**config.mk**
```make
export PLATFORM = sky130hd
export DESIGN_NAME = scpu_test_seq
export DESIGN_NICKNAME = d
export VERILOG_FILES = /design/src/rtl/scpu_test_seq.sv
export SDC_FILE = /design/constraint.sdc
export NUM_CORES = 2
export LEC_CHECK = 0
export ABC_CLOCK_PERIOD_IN_PS = 19450
export BUFFER_PORTS_ARGS = -buffer_cell sky130_fd_sc_hd__buf_2
export CORE_MARGIN = 5
export CORE_UTILIZATION = 34
export CTS_CLUSTER_SIZE = 20
export DETAILED_ROUTE_END_ITERATION = 8
export PLACE_DENSITY_LB_ADDON = 0.2
export SLEW_MARGIN = 20
export SYNTH_ARGS = -nofsm -noshare
export SYNTH_HDL_FRONTEND = slang
export SYNTH_SLANG_ARGS = --single-unit
```
**constraint.sdc**
```tcl
create_clock -name clk -period 19.45 [get_ports clk]
set_input_delay 5.835 -clock clk [delete_from_list [all_inputs] [get_ports clk]]
set_output_delay 5.835 -clock clk [all_outputs]
set_load 0.005 [all_outputs]
```
**src/rtl/scpu_test_seq.sv**
```systemverilog
// scpu_test_seq: vector-table driven test sequencer for a small CPU.
// A table of (instruction, data, register index, expected value, check
// enable) entries is loaded while idle. A run then presents each entry to
// the CPU for STEP_CYC cycles. It compares the returned register value at
// the end of each step and accumulates pass/fail statistics.
module scpu_test_seq #(
    parameter int DATA_W   = 32,
    parameter int IDX_W    = 5,
    parameter int N_VEC    = 32,
    parameter int STEP_CYC = 2,
    localparam int AW      = $clog2(N_VEC),
    localparam int CW      = $clog2(N_VEC + 1)
) (
    input  logic              clk,
    input  logic              reset,
    input  logic              vec_we,
    input  logic [AW-1:0]     vec_addr,
    input  logic [DATA_W-1:0] vec_inst,
    input  logic [DATA_W-1:0] vec_din,
    input  logic [DATA_W-1:0] vec_exp,
    input  logic [IDX_W-1:0]  vec_idx,
    input  logic              vec_chk,
    input  logic              start,
    input  logic [CW-1:0]     run_len,
    input  logic [DATA_W-1:0] test_reg_result,
    output logic [DATA_W-1:0] inst_out,
    output logic [DATA_W-1:0] data_out,
    output logic [IDX_W-1:0]  test_reg_index,
    output logic              busy,
    output logic              done,
    output logic              fail_flag,
    output logic [CW-1:0]     pass_cnt,
    output logic [CW-1:0]     fail_cnt,
    output logic [AW-1:0]     first_fail
);

    typedef enum logic [1:0] {S_IDLE, S_STEP, S_DONE} state_t;

    localparam logic [CW-1:0] NVEC_C   = CW'(N_VEC);
    localparam logic [3:0]    LAST_CYC = 4'(STEP_CYC - 1);

    // Vector table; deliberately outside the reset domain so a reset keeps it.
    logic [DATA_W-1:0] inst_mem [N_VEC];
    logic [DATA_W-1:0] din_mem  [N_VEC];
    logic [DATA_W-1:0] exp_mem  [N_VEC];
    logic [IDX_W-1:0]  idx_mem  [N_VEC];
    logic              chk_mem  [N_VEC];

    state_t            state_q, state_d;
    logic [CW-1:0]     len_q, len_d;
    logic [AW-1:0]     k_q, k_d;
    logic [3:0]        cyc_q, cyc_d;
    logic [DATA_W-1:0] inst_q, inst_d;
    logic [DATA_W-1:0] data_q, data_d;
    logic [IDX_W-1:0]  idx_q, idx_d;
    logic              flag_q, flag_d;
    logic [CW-1:0]     pass_q, pass_d;
    logic [CW-1:0]     fail_q, fail_d;
    logic [AW-1:0]     ff_q, ff_d;

    logic              addr_ok;
    logic [CW-1:0]     start_len;
    logic [AW-1:0]     k_nxt;

    // Addresses beyond the table only exist when N_VEC is not a power of two.
    generate
        if ((1 << AW) == N_VEC) begin : g_addr_full
            assign addr_ok = 1'b1;
        end else begin : g_addr_chk
            assign addr_ok = ({1'b0, vec_addr} < {1'b0, AW'(N_VEC)});
        end
    endgenerate

    assign start_len = (run_len > NVEC_C) ? NVEC_C : run_len;
    assign k_nxt     = k_q + AW'(1);

    // Table write: only outside a run, and reset has priority.
    always_ff @(posedge clk) begin
        if (!reset && vec_we && addr_ok && (state_q != S_STEP)) begin
            inst_mem[vec_addr] <= vec_inst;
            din_mem[vec_addr]  <= vec_din;
            exp_mem[vec_addr]  <= vec_exp;
            idx_mem[vec_addr]  <= vec_idx;
            chk_mem[vec_addr]  <= vec_chk;
        end
    end

    // State and datapath registers.
    always_ff @(posedge clk) begin
        if (reset) begin
            state_q <= S_IDLE;
            len_q   <= '0;
            k_q     <= '0;
            cyc_q   <= '0;
            inst_q  <= '0;
            data_q  <= '0;
            idx_q   <= '0;
            flag_q  <= 1'b0;
            pass_q  <= '0;
            fail_q  <= '0;
            ff_q    <= '0;
        end else begin
            state_q <= state_d;
            len_q   <= len_d;
            k_q     <= k_d;
            cyc_q   <= cyc_d;
            inst_q  <= inst_d;
            data_q  <= data_d;
            idx_q   <= idx_d;
            flag_q  <= flag_d;
            pass_q  <= pass_d;
            fail_q  <= fail_d;
            ff_q    <= ff_d;
        end
    end

    // Next-state: run launch, per-step cycle count, end-of-step check/advance.
    always_comb begin
        state_d = state_q;
        len_d   = len_q;
        k_d     = k_q;
        cyc_d   = cyc_q;
        inst_d  = inst_q;
        data_d  = data_q;
        idx_d   = idx_q;
        flag_d  = flag_q;
        pass_d  = pass_q;
        fail_d  = fail_q;
        ff_d    = ff_q;
        case (state_q)
            S_IDLE, S_DONE: begin
                if (start) begin
                    len_d  = start_len;
                    k_d    = '0;
                    cyc_d  = '0;
                    pass_d = '0;
                    fail_d = '0;
                    flag_d = 1'b0;
                    ff_d   = '0;
                    if (start_len == '0) begin
                        // Empty run: straight to DONE with nop on the bus.
                        state_d = S_DONE;
                        inst_d  = '0;
                        data_d  = '0;
                    end else begin
                        state_d = S_STEP;
                        inst_d  = inst_mem[0];
                        data_d  = din_mem[0];
                        idx_d   = idx_mem[0];
                    end
                end
            end
            S_STEP: begin
                if (cyc_q == LAST_CYC) begin
                    if (chk_mem[k_q]) begin
                        if (test_reg_result == exp_mem[k_q]) begin
                            pass_d = pass_q + CW'(1);
                        end else begin
                            fail_d = fail_q + CW'(1);
                            flag_d = 1'b1;
                            // flag_q still low means this is the run's first miss.
                            if (!flag_q) ff_d = k_q;
                        end
                    end
                    if (CW'(k_q) == (len_q - CW'(1))) begin
                        state_d = S_DONE;
                        inst_d  = '0;
                        data_d  = '0;
                    end else begin
                        k_d    = k_nxt;
                        cyc_d  = '0;
                        inst_d = inst_mem[k_nxt];
                        data_d = din_mem[k_nxt];
                        idx_d  = idx_mem[k_nxt];
                    end
                end else begin
                    cyc_d = cyc_q + 4'd1;
                end
            end
            default: state_d = S_IDLE;
        endcase
    end

    assign inst_out       = inst_q;
    assign data_out       = data_q;
    assign test_reg_index = idx_q;
    assign busy           = (state_q == S_STEP);
    assign done           = (state_q == S_DONE);
    assign fail_flag      = flag_q;
    assign pass_cnt       = pass_q;
    assign fail_cnt       = fail_q;
    assign first_fail     = ff_q;

endmodule

```
Word-level counts from Yosys, hierarchy flattened
Memory sizes are Yosys's and may differ from the RTL's. A register that Yosys moved wholly into a read port is not among the register bits.
Cells that the tools add are included.
{"block": "op_classes", "n_bitwise": 0, "addsub": 5, "n_reduce_logical": 16, "n_shift": 0, "n_eq_ne": 16, "div_mod_pow": 0, "n_mul": 0, "muxes": 54, "n_lt_le_gt_ge": 1}
{"operator": "$mux W32", "n": 8}
{"operator": "$pmux W32 S2", "n": 2}
{"operator": "$mux W5", "n": 15}
{"operator": "$mux W6", "n": 8}
{"operator": "$eq A32 B32 Y1", "n": 1}
{"operator": "$pmux W5 S2", "n": 3}
{"operator": "$pmux W6 S2", "n": 2}
{"operator": "$reduce_and A5 Y1", "n": 3}
{"operator": "$add A6 B1 Y6 const B", "n": 2}
{"operator": "$mux W4", "n": 3}
{"operator": "$ne A2 B1 Y1 const B", "n": 5}
{"operator": "$ne A2 B2 Y1 const B", "n": 5}
{"operator": "$reduce_and A3 Y1", "n": 3}
{"operator": "$mux W2", "n": 4}
{"operator": "$pmux W4 S2", "n": 1}
{"operator": "$eq A5 B6 Y1", "n": 1}
{"operator": "$gt A6 B6 Y1 const B", "n": 1}
{"operator": "$logic_not A6 Y1", "n": 1}
{"operator": "$mux W1", "n": 6}
{"operator": "$reduce_and A6 Y1", "n": 1}
{"operator": "$sub A6 B1 Y6 const B", "n": 1}
{"operator": "$add A5 B1 Y5 const B", "n": 1}
{"operator": "$add A4 B1 Y4 const B", "n": 1}
{"operator": "$eq A4 B1 Y1 const B", "n": 1}
{"operator": "12 further kinds", "n": 13}
{"block": "word_totals", "inputBits": 149, "mem_bits_ro": 0, "ff_bits": 104, "ramBits": 3264, "word_cells": 108, "memories": 5, "latch_bits": 0}
{"name": "din_mem", "depth": 32, "width": 32, "read_ports": 2, "rd_ports_with_merged_regs": 0, "wr": 1, "line": "44", "source": "logic [DATA_W-1:0] din_mem [N_VEC];"}
{"name": "exp_mem", "depth": 32, "width": 32, "read_ports": 1, "rd_ports_with_merged_regs": 1, "wr": 1, "line": "45", "source": "logic [DATA_W-1:0] exp_mem [N_VEC];"}
{"name": "inst_mem", "depth": 32, "width": 32, "read_ports": 2, "rd_ports_with_merged_regs": 0, "wr": 1, "line": "43", "source": "logic [DATA_W-1:0] inst_mem [N_VEC];"}
{"name": "idx_mem", "depth": 32, "width": 5, "read_ports": 2, "rd_ports_with_merged_regs": 0, "wr": 1, "line": "46", "source": "logic [IDX_W-1:0] idx_mem [N_VEC];"}
{"name": "chk_mem", "depth": 32, "width": 1, "read_ports": 1, "rd_ports_with_merged_regs": 1, "wr": 1, "line": "47", "source": "logic chk_mem [N_VEC];"}

Logic depth before layout (Yosys ltp)
{"block": "logic_depth", "depth_word": 7, "depth_mapped": 18}

Least setup slack after synthesis
No wires, ideal clock.
{"block": "synth_path", "kind": "in2reg", "startpoint": "input port reset", "endpoint": "memory chk_mem[12], enable pin", "required_time_ns": 18.886, "cell_stages": 4, "path_buffers": 1, "slack_ns": 8.106, "arrival_ns": 10.780, "setup_ns": 0.564, "path_cell_list": "nand3b_1 > or3_1 > clkbuf_1 > nor2_1"}
{"block": "synth_via", "elab_chain_cells": 5}
{"item": "from (decl)", "line": "15", "source": "input logic reset,"}
{"item": "$logic_not A1 Y1", "line": "79", "source": "if (!reset && vec_we && addr_ok && (state_q != S_STEP)) begin"}
{"item": "$logic_and A1 B1 Y1 (2 in a row)", "line": "79"}
{"item": "$mux W1", "line": "79"}
{"item": "$mux W1 (implied by the code)", "line": "84", "source": "chk_mem[vec_addr] <= vec_chk;"}
{"item": "to (decl)", "line": "47"}
No other way between the ends.

Worst setup path in the final report
{"block": "layout_path", "startpoint": "input port reset", "endpoint": "memory inst_mem[15][14], enable pin"}
{"block": "layout_via", "elab_chain_cells": 5}
{"item": "$logic_not A1 Y1", "line": "79"}
{"item": "$logic_and A1 B1 Y1 (2 in a row)", "line": "79"}
{"item": "$mux W1", "line": "79"}
{"item": "$mux W1 (implied by the code)", "line": "80", "source": "inst_mem[vec_addr] <= vec_inst;"}
{"item": "to (decl)", "line": "43"}
No other way between the ends.

==> qor.yml <==
outcome: "complete, no violations"
finClkSkew_ns: 0.0329
antenna_found_initial: 38
wl_met3_um: 21300
drv_cap: 0
drt-met1-wl_um: 155000
yosys_warnings: 0
ant_nets: 0
highest_layer: "met5"
cts_buffer_depth: 4
cts.clk_slew.worst_paths_ns: 0.06
finalWirelength_um: 380000
synthXorXnorAreaFrac_pct: 0.211
slew_headroom_pct: 21.0
grt_max_degree: 129
setup_viol: 0
ys_seq_area_share_pct: 77.7
design_area_um2: 149000
core_area_um2: 378000
peakVddDrop_mv: 0.0738
cts_setup_buffers: 0
worstPathMaxFanout: 50
grt.overflow.total: 0
yosys-mux-area-fraction_pct: 16.9
synthAdderAreaFrac_pct: 0.0582
syn_area_per_cell_um2: 22.4
grt_usage_pct: 19.1
finalHoldViolCount: 0
min_to: "len_q[5]"
grt_pass1_vias: 64800
grt_pass1_wl_um: 530000
period_share_pct: 47.4
die-area_um2: 392000
wl_per_cell_um: 33.0
num_rows: 226
clock.fmax_ghz: 0.108
layout_commonest_cell: "edfxtp_1"
routed-wl-met2_um: 191000
place_congestion: 0.796
cts_tree: "done"
final_cell_mix: "edfxtp_1, mux4_2, clkbuf_16, nand2_1, buf_2"
fillers: 33700
synth_edf_count: 3264
initial_core_util_pct: 34.1
critPathKind: "input port to flip-flop"
ys_types: 71
cp.arrival_ns: 9.75
min_from: "len_q[5]"
first_iter_violations: 6547
clock-sinks: 3373
nets: 6335
root_buffer: "clkbuf_16"
fin_crit_ns: 9.23
leakagePower_nw: 45.2
syn-instance-count: 5750
numCtsBuffers: 360
synth-compound-area-share_pct: 2.05
fp.dieW_um: 626
worstSetupStartpointType: "input port"
dpl_cell_area_um2: 137000
vias_per_cell: 5.46
htree_levels: 5
postCtsHoldBufs: 0
final.setup.tns_ns: 0
tightest_slew_ns: 1.18
synth_top_family_by_area: "multiplexers"
rr_worst_depth: 14
dieHeight_um: 626
p_per_area_nw_per_um2: 114
portBuffers: 237
layout-drive-gt1-share_pct: 28.6
drc_errors: 0
syn_area_um2: 129000
rsz0062_at_grt: "false"
dp_hpwl_um: 213000
synth_ff_type: "edfxtp_1"
ios: 238
r2r-end: "pass_cnt[4]"
whs_path_depth: 2
reg2reg_slack_ns: 12.47
synth_simple_gate_area_share_pct: 1.97
vias: 62800
syn_nets: 5905
synth_seq_cells: 3373
hold_path.class: "flip-flop to flip-flop"
required_ns: 19.97
async_flop_share_pct: 0
post_cts_resized: 0
syn_to_final_growth_pct: 15.1
clk_latency_ns: 0.91
power_w: 0.0169
cp-end-kind: "flip-flop"
drt_first_pass_iters: 6
slew_violations: 0
==> layer usage <==
metal / up-vias / GRT usage (%)
met4: 4 / 5.40
li1: 25400 / -
met1: 34800 / 25.7
met5: - / 0
met2: 2185 / 32.6
met3: 502 / 2.37
==> power by group <==
part	leakage [nW]	total, W	switching [W]	internal [W]
Sequential	30.2	0.00813	0.0000831	0.00804
Clock	5.76	0.00680	0.00286	0.00394
Combinational	9.22	0.00196	0.00111	0.000842
==> sequential cells by signal, indices dropped and copies added, names as in the netlist, 6 cells and up, named ones only <==
name	count
chk_mem	32
inst_mem	1024
idx_mem	160
exp_mem	1024
fail_cnt	6
din_mem	1024
pass_cnt	6
data_out	32
len_q	6
inst_out	32
==> worst max path at each step <==
| stage | cells after the start | slack [ns] | to | from |
|---|---|---|---|---|
| 3_3_place_gp | 8 | 9.22 | din_mem[15][1] | reset |
| 2_1_floorplan | 4 | 8.11 | chk_mem[12] | reset |
| 5_1_grt | 8 | 10.17 | inst_mem[15][0] | reset |
| 4_1_cts | 8 | 10.21 | inst_mem[15][0] | reset |
| 3_5_place_dp | 8 | 9.21 | inst_mem[15][14] | reset |
| 6_report | 8 | 10.22 | inst_mem[15][14] | reset |
==> area by class of cell <==
type | count | area (um^2) | area share [%]
inverter | 16 | 60.1 | 0.0404
timing repair buffer | 376 | 2490 | 1.68
clock inverter | 206 | 1940 | 1.31
clock buffer | 462 | 9790 | 6.59
tap | 5016 | 6280 | 4.23
sequential | 3373 | 100000 | 67.5
antenna | 16 | 40.0 | 0.0270
multi-input combinational | 2053 | 27700 | 18.6
==> through the flow <==
step / instances / hold slack (ns) / setup WS, ns / utilization [%]
2_1_floorplan: 5750 / 0.444 / 8.11 / -
3_5_place_dp: 10800 / 0.465 / 9.21 / 36.1
5_1_grt: 11500 / 0.515 / 10.17 / 39.2
6_report: 11500 / 0.473 / 10.22 / 39.2
4_1_cts: 11500 / 0.474 / 10.21 / 39.2
3_3_place_gp: 10800 / 0.481 / 9.22 / 36.1
==> cell usage after synthesis (10+ instances only) <==
| cell | number | area [um^2] |
|---|---|---|
| edfxtp_1 | 3264 | 98000 |
| mux4_2 | 863 | 19400 |
| nand2_1 | 278 | 1040 |
| mux2i_1 | 194 | 1940 |
| clkbuf_1 | 166 | 623 |
| nor2_1 | 151 | 567 |
| dfxtp_1 | 109 | 2180 |
| a22oi_1 | 70 | 526 |
| buf_1 | 66 | 248 |
| a21oi_1 | 64 | 320 |
| a222oi_1 | 52 | 521 |
| nand3_1 | 35 | 175 |
| buf_2 | 34 | 170 |
| buf_4 | 32 | 240 |
| a31oi_1 | 20 | 125 |
| o21ai_0 | 19 | 95.1 |
| xnor2_1 | 19 | 166 |
| a211oi_1 | 18 | 135 |
| o22ai_1 | 18 | 113 |
| nor2b_1 | 17 | 106 |
| a221oi_1 | 15 | 131 |
| nand4_1 | 15 | 93.8 |
| a22o_1 | 13 | 114 |
| inv_1 | 13 | 48.8 |
| mux2_2 | 13 | 146 |
| nor3_1 | 13 | 65.1 |
| xor2_1 | 12 | 105 |
| and2_1 | 11 | 68.8 |
| and3_1 | 11 | 68.8 |
| nand3b_1 | 11 | 82.6 |
| o21ai_1 | 11 | 55.1 |
| mux4_1 | 10 | 263 |
| nand2b_1 | 10 | 62.6 |
| o2111ai_1 | 10 | 87.6 |
==> logic make-up (layout without fill, tap and decap cells) <==
group | after synthesis | after routing
mux | 1080 | 1080
xor+xnor | 31 | 31
fa+ha+maj | 6 | 6
compound gates | 357 | 357
simple gates | 579 | 579
other cells | 0 | 16
buf+inv | 324 | 1060
flops | 3373 | 3373
==> critical path: stages <==
cell      delay, ns
buf_4          0.29
nand3b_1       0.34
inv_1          0.10
nand3_1        0.62
nor2_4         0.27
buf_4          0.73
buf_4          0.80
buf_4          0.61
No activity file was read; power rests on OpenSTA's default activity.
